[src/rtl/latch_wr_sched_pkg.sv]
// Shared types for the latch write scheduler: FSM states, requester ids and
// the legal range of the load-window length.
package latch_wr_sched_pkg;

  typedef enum logic [2:0] {
    IDLE,
    SETUP,
    OPEN,
    CLOSE,
    DONE
  } wr_state_t;

  typedef enum logic {
    CPU = 1'b0,
    DBG = 1'b1
  } req_id_t;

  localparam int OPEN_CYC_MIN = 1;
  localparam int OPEN_CYC_MAX = 4;

endpackage

[src/rtl/latch_wr_sched_if.sv]
// Request/ack handshakes of both write ports plus the latch-bank drive signals.
interface latch_wr_sched_if #(
  parameter int AW    = 3,
  parameter int DW    = 8,
  parameter int NREGS = 8
);
  logic             cpu_req;
  logic [AW-1:0]    cpu_addr;
  logic [DW-1:0]    cpu_data;
  logic             cpu_ack;
  logic             dbg_req;
  logic [AW-1:0]    dbg_addr;
  logic [DW-1:0]    dbg_data;
  logic             dbg_ack;
  logic             addr_err;
  logic             phi_keep;
  logic [NREGS-1:0] en;
  logic [DW-1:0]    d;
  logic             busy;

  modport master (
    output cpu_req, cpu_addr, cpu_data, dbg_req, dbg_addr, dbg_data,
    input  cpu_ack, dbg_ack, addr_err, phi_keep, en, d, busy
  );

  modport slave (
    input  cpu_req, cpu_addr, cpu_data, dbg_req, dbg_addr, dbg_data,
    output cpu_ack, dbg_ack, addr_err, phi_keep, en, d, busy
  );
endinterface

[src/rtl/wr_rr_arb2.sv]
// Two-request round-robin arbiter; the last winner only moves when the FSM
// accepts a grant, so a tie always goes to the port that was not served last.
module wr_rr_arb2
  import latch_wr_sched_pkg::*;
(
  input  logic    clk,
  input  logic    rst_n,
  input  logic    cpu_req,
  input  logic    dbg_req,
  input  logic    accept,
  output req_id_t grant,
  output logic    any_req
);

  req_id_t rr_last_reg;

  // Reset to DBG so the CPU wins the first tie.
  always_ff @(posedge clk or negedge rst_n) begin
    if (!rst_n) begin
      rr_last_reg <= DBG;
    end else if (accept) begin
      rr_last_reg <= grant;
    end
  end

  always_comb begin
    grant = CPU;
    if (cpu_req && dbg_req) begin
      grant = (rr_last_reg == DBG) ? CPU : DBG;
    end else if (dbg_req) begin
      grant = DBG;
    end
  end

  assign any_req = cpu_req | dbg_req;

endmodule

[src/rtl/latch_wr_sched.sv]
// Write scheduler for a bank of keep/load latches: arbitrates two write ports
// and sequences en/d around a phi_keep low window so exactly one latch loads.
module latch_wr_sched
  import latch_wr_sched_pkg::*;
#(
  parameter int NREGS    = 8,
  parameter int AW       = 3,
  parameter int DW       = 8,
  parameter int OPEN_CYC = 1
) (
  input  logic             CLK,
  input  logic             n_RES,
  latch_wr_sched_if.slave  bus
);

  localparam logic [2:0] LAST_OPEN = 3'(OPEN_CYC - 1);

  wr_state_t        state_reg;
  req_id_t          owner_reg;
  logic [AW-1:0]    addr_reg;
  logic [DW-1:0]    data_reg;
  logic [2:0]       cnt_reg;

  logic             phi_keep_reg;
  logic [NREGS-1:0] en_reg;
  logic [DW-1:0]    d_reg;
  logic             cpu_ack_reg;
  logic             dbg_ack_reg;
  logic             addr_err_reg;
  logic             busy_reg;

  req_id_t          grant;
  logic             any_req;
  logic             accept;
  logic             in_range;
  logic [NREGS-1:0] sel;

  assign accept   = (state_reg == IDLE) && any_req;
  assign in_range = (32'(addr_reg) < NREGS);

  wr_rr_arb2 u_arb (
    .clk     (CLK),
    .rst_n   (n_RES),
    .cpu_req (bus.cpu_req),
    .dbg_req (bus.dbg_req),
    .accept  (accept),
    .grant   (grant),
    .any_req (any_req)
  );

  // Out-of-range addresses decode to no enable at all.
  generate
    for (genvar gi = 0; gi < NREGS; gi++) begin : g_dec
      assign sel[gi] = in_range && (addr_reg == AW'(gi));
    end
  endgenerate

  // Outputs are registered from the current state, so every edge of en sits
  // one full cycle away from the phi_keep edges.
  always_ff @(posedge CLK or negedge n_RES) begin
    if (!n_RES) begin
      state_reg    <= IDLE;
      owner_reg    <= CPU;
      addr_reg     <= '0;
      data_reg     <= '0;
      cnt_reg      <= '0;
      phi_keep_reg <= 1'b1;
      en_reg       <= '0;
      d_reg        <= '0;
      cpu_ack_reg  <= 1'b0;
      dbg_ack_reg  <= 1'b0;
      addr_err_reg <= 1'b0;
      busy_reg     <= 1'b0;
    end else begin
      cpu_ack_reg  <= 1'b0;
      dbg_ack_reg  <= 1'b0;
      addr_err_reg <= 1'b0;
      case (state_reg)
        IDLE: begin
          phi_keep_reg <= 1'b1;
          en_reg       <= '0;
          if (any_req) begin
            owner_reg <= grant;
            addr_reg  <= (grant == DBG) ? bus.dbg_addr : bus.cpu_addr;
            data_reg  <= (grant == DBG) ? bus.dbg_data : bus.cpu_data;
            busy_reg  <= 1'b1;
            state_reg <= SETUP;
          end
        end
        SETUP: begin
          d_reg        <= data_reg;
          en_reg       <= sel;
          phi_keep_reg <= 1'b1;
          cnt_reg      <= '0;
          state_reg    <= OPEN;
        end
        OPEN: begin
          phi_keep_reg <= 1'b0;
          if (cnt_reg == LAST_OPEN) begin
            state_reg <= CLOSE;
          end else begin
            cnt_reg <= cnt_reg + 3'd1;
          end
        end
        CLOSE: begin
          phi_keep_reg <= 1'b1;
          state_reg    <= DONE;
        end
        DONE: begin
          en_reg       <= '0;
          cpu_ack_reg  <= (owner_reg == CPU);
          dbg_ack_reg  <= (owner_reg == DBG);
          addr_err_reg <= !in_range;
          busy_reg     <= 1'b0;
          state_reg    <= IDLE;
        end
        default: begin
          state_reg <= IDLE;
        end
      endcase
    end
  end

  assign bus.phi_keep = phi_keep_reg;
  assign bus.en       = en_reg;
  assign bus.d        = d_reg;
  assign bus.cpu_ack  = cpu_ack_reg;
  assign bus.dbg_ack  = dbg_ack_reg;
  assign bus.addr_err = addr_err_reg;
  assign bus.busy     = busy_reg;

endmodule

[src/flat_wrapper.sv]
// flat-port wrapper written by rule: the top's interface ports become plain ports
module latch_wr_sched_flat import latch_wr_sched_pkg::*;
#(
  parameter int NREGS    = 8,
  parameter int AW       = 3,
  parameter int DW       = 8,
  parameter int OPEN_CYC = 1
)
  (CLK, n_RES, bus_cpu_req, bus_cpu_addr, bus_cpu_data, bus_dbg_req, bus_dbg_addr, bus_dbg_data, bus_cpu_ack, bus_dbg_ack, bus_addr_err, bus_phi_keep, bus_en, bus_d, bus_busy);
  latch_wr_sched_if #(.AW(AW), .DW(DW), .NREGS(NREGS)) bus_i ();
  input  logic CLK;
  input  logic n_RES;
  input wire logic [$bits(bus_i.cpu_req)-1:0] bus_cpu_req;
  input wire logic [$bits(bus_i.cpu_addr)-1:0] bus_cpu_addr;
  input wire logic [$bits(bus_i.cpu_data)-1:0] bus_cpu_data;
  input wire logic [$bits(bus_i.dbg_req)-1:0] bus_dbg_req;
  input wire logic [$bits(bus_i.dbg_addr)-1:0] bus_dbg_addr;
  input wire logic [$bits(bus_i.dbg_data)-1:0] bus_dbg_data;
  output wire logic [$bits(bus_i.cpu_ack)-1:0] bus_cpu_ack;
  output wire logic [$bits(bus_i.dbg_ack)-1:0] bus_dbg_ack;
  output wire logic [$bits(bus_i.addr_err)-1:0] bus_addr_err;
  output wire logic [$bits(bus_i.phi_keep)-1:0] bus_phi_keep;
  output wire logic [$bits(bus_i.en)-1:0] bus_en;
  output wire logic [$bits(bus_i.d)-1:0] bus_d;
  output wire logic [$bits(bus_i.busy)-1:0] bus_busy;
  assign bus_i.cpu_req = bus_cpu_req;
  assign bus_i.cpu_addr = bus_cpu_addr;
  assign bus_i.cpu_data = bus_cpu_data;
  assign bus_i.dbg_req = bus_dbg_req;
  assign bus_i.dbg_addr = bus_dbg_addr;
  assign bus_i.dbg_data = bus_dbg_data;
  assign bus_cpu_ack = bus_i.cpu_ack;
  assign bus_dbg_ack = bus_i.dbg_ack;
  assign bus_addr_err = bus_i.addr_err;
  assign bus_phi_keep = bus_i.phi_keep;
  assign bus_en = bus_i.en;
  assign bus_d = bus_i.d;
  assign bus_busy = bus_i.busy;
  latch_wr_sched #(.NREGS(NREGS), .AW(AW), .DW(DW), .OPEN_CYC(OPEN_CYC)) u_core (.CLK(CLK), .n_RES(n_RES), .bus(bus_i));
endmodule
[config.mk]
export PLATFORM = sky130hd
export DESIGN_NAME = latch_wr_sched_flat
export DESIGN_NICKNAME = d
export VERILOG_FILES = /design/src/rtl/latch_wr_sched_pkg.sv /design/src/rtl/latch_wr_sched_if.sv /design/src/rtl/wr_rr_arb2.sv /design/src/rtl/latch_wr_sched.sv /design/src/flat_wrapper.sv
export SDC_FILE = /design/constraint.sdc
export NUM_CORES = 1
export LEC_CHECK = 0
export BUFFER_PORTS_ARGS = -buffer_cell sky130_fd_sc_hd__clkbuf_2
export CORE_UTILIZATION = 55
export DETAILED_ROUTE_END_ITERATION = 6
export PLACE_DENSITY = 0.87
export SYNTH_ARGS = -nofsm -noshare
export SYNTH_HDL_FRONTEND = slang
export SYNTH_SLANG_ARGS = --single-unit
[constraint.sdc]
create_clock -name CLK -period 3.3 [get_ports CLK]
set_clock_uncertainty 0.2 [all_clocks]
set_input_delay 0.66 -clock CLK [delete_from_list [all_inputs] [get_ports CLK]]
set_output_delay 0.66 -clock CLK [all_outputs]
set_load 0.01 [all_outputs]
==> metrics.txt <==
critical path, cell by cell nor3b_2, buf_4, nor2b_1, a32o_1; row cnt 19; Hold Buf Count CTS 0; pre-CTS setup slack 1.17 ns; share of cells above drive strength 1 43.4%; drt first-iter violations 48; first-pass GRT wire length 5740 µm; reg-to-reg startpoint u_core.state_reg[0]$_DFFE_PN0P_; Seq/Total Area, Yosys 57.9%; port bufs 45; Startpoint Class flip-flop; ranking of synthesized cells by area dfrtp_1 55%, o221a_2 7.3%, mux2_2 5.3%; Slew Limit Fails 0; number of clock sinks 39; Worst-path clk slew 0.11 ns; worst-skew pair later-pin latency 0.35 ns; clk buf depth 2; status finished, violations left; Worst R2R Path Depth 4; die width 57.4 µm; Async SR Flop Fraction 100%; DIE AREA 3300 µm²; vias in the first global route 1339; Arrival @ worst endpoint 2.21 ns; worst endpoint required time 3.39 ns; core footprint 2830 µm²; Cell variety after synth 38; Hold Path Class in2async; Setup WS post-layout 1.18 ns; Pleak 0.930 nW; Ant. Diodes 0; Tot GR Track Use 23.5%; RSZ-0062 raised after global routing false; Synth Net Count 165; Worst path slowest cell dfrtp_1; DR pass1 iterations 7; Initial Util 59.8%; GP Congestion 0.818; Worst Path Max Fanout 14; CTS Buf Count 5; chip height 57.4 µm; H-tree Lvls 2; hpwl dp 2420 µm; Post-CTS Resized 0; Avg WL per Cell 15.9 µm; Final Cycle Share 64.3%; post-CTS setup buffer count 0; setup violators final 0; nets 209; endpoints failing hold 0; Post-DRT Antenna Nets 0; fin cells 213; post-synth top area share 54.8%; critical path class reg2reg; final WL 3380 µm; Crit. End Element flip-flop; CTS tree done; largest net degree at the start of global routing 40; Most used DFF post-synth dfrtp_1; max cap viols 0; Overflow after GRT 0; Crit. Startpoint u_core.state_reg[0]$_DFFE_PN0P_; Post-Syn Area per Cell 12.3 µm²; Synth area leader dfrtp_1; number of synthesized flops with an enable pin 0; DR vias 1297; drt drc 2; post-route design area 2000 µm²; Yosys warnings 0; Reg2Reg Setup Slack 1.18 ns; Fin Setup TNS 0 ns; CP endpoint u_core.bus.en[6]$_DFFE_PN0P_; register bit total from synthesis 39; Vias per Instance 6.09; achievable frequency 0.471 GHz; Cells after Synth 137; Netlist Area Pre-Place 1690 µm²; fin crit period 2.12 ns; Worst VDD drop 498 µV; Max-slew headroom 37.9%; PwrDens 914 nW/µm²; initial antenna violation count 0; CP max stage delay 0.61 ns; CTS root buf clkbuf_4; worst r2r dst u_core.bus.en[6]$_DFFE_PN0P_; slew of the pin with the lowest slew margin 0.931 ns; dpl cells 205; P&R area growth vs syn 18.4%; DP Area 1920 µm²; failing checks DRC; I/O Pins 47
## layout make-up
| type | instances | area, µm² |
|---|---|---|
| Clock buffer | 5 | 37.5 |
| Multi-Input combinational cell | 86 | 659 |
| Tap cell | 31 | 38.8 |
| Clock inverter | 3 | 43.8 |
| Fill cell | 207 | 827 |
| Timing Repair Buffer | 46 | 233 |
| Sequential cell | 39 | 978 |
| Inverter | 3 | 11.3 |
## power breakdown
| group | total, W | switching [W] | internal (W) | leakage [nW] |
|---|---|---|---|---|
| Sequential | 0.000852 | 0.000177 | 0.000675 | 0.470 |
| Clock | 0.000317 | 0.000157 | 0.000159 | 0.0452 |
| Combinational | 0.000662 | 0.000312 | 0.000349 | 0.415 |
| Total | 0.00183 | 0.000646 | 0.00118 | 0.930 |
## worst max-delay path, delay by kind of cell (launching register included)
kind,cells,cell delay [ns]
compound gates,1,0.21
buf+inv,1,0.26
flops,1,0.61
simple gates,2,0.77
## synthesized netlist by cell type, drive strengths merged, types with 3 or more instances
cell type and count:
clkbuf 5, nor3b 3, o21ai 3, o221a 11
nor2b 4, buf 4, inv 3, mux2 8
and2 3, a22o 4, a21oi 3, nand2 6
nor2 6, a32o 4, or3 11, dfrtp 37
## kinds of logic after synthesis
| kind of cell | share of synthesized area, % |
|---|---|
| simple gates | 14.7 |
| compound gates | 16.5 |
| flops | 57.9 |
| other cells | 0.222 |
| mux | 5.33 |
| xor+xnor | 0.518 |
| fa+ha+maj | 1.48 |
| buf+inv | 3.40 |
## per-stage QoR
| step | total power [W] | util (%) | hold slack, ns |
|---|---|---|---|
| after floorplan | 0.00131 | - | 0.164 |
| after global placement | 0.00149 | 67.9 | 0.251 |
| after detailed placement | 0.00152 | 67.9 | 0.241 |
| after CTS | 0.00184 | 70.8 | 0.250 |
| after global routing | 0.00195 | 70.8 | 0.287 |
| final | 0.00183 | 70.8 | 0.230 |
## layout by cell type, fill, tap and decap left out, drive strengths merged, types with 2 or more instances in the layout
| cell | synthesis | layout |
|---|---|---|
| and2 | 3 | 3 |
| o21ai | 3 | 3 |
| clkinv | 0 | 2 |
| or3 | 11 | 11 |
| clkbuf | 5 | 50 |
| a21oi | 3 | 3 |
| ha | 2 | 2 |
| dfstp | 2 | 2 |
| a22o | 4 | 4 |
| nor2 | 6 | 6 |
| nor2b | 4 | 4 |
| dfrtp | 37 | 37 |
| nand2 | 6 | 6 |
| nand2b | 2 | 2 |
| mux2 | 8 | 8 |
| nor3b | 3 | 3 |
| o221a | 11 | 11 |
| nand4 | 2 | 2 |
| inv | 3 | 3 |
| a32o | 4 | 4 |
## layer usage
metal / vias to the layer above / track usage, % / routed length [µm]
met5: - / 0 / 0
met4: 0 / 12.2 / 82
met3: 9 / 4.31 / 161
met2: 42 / 42.4 / 1760
met1: 644 / 26.2 / 1370
li1: 602 / - / -
## how the worst min path moves through the flow
stage,from,cells past startpoint,slack (ns),end
after global placement,u_core.owner_reg$_DFFE_PN0P_,1,0.25,u_core.bus.cpu_ack$_DFF_PN0_
after floorplan,n_RES,0,0.16,u_core.addr_reg[0]$_DFFE_PN0P_
after CTS,n_RES,1,0.25,u_core.bus.d[2]$_DFFE_PN0P_
after global routing,u_core.owner_reg$_DFFE_PN0P_,1,0.29,u_core.bus.cpu_ack$_DFF_PN0_
after detailed placement,u_core.owner_reg$_DFFE_PN0P_,1,0.24,u_core.bus.cpu_ack$_DFF_PN0_
final,n_RES,1,0.23,u_core.bus.d[7]$_DFFE_PN0P_
Power figures use the tool's default switching activity.
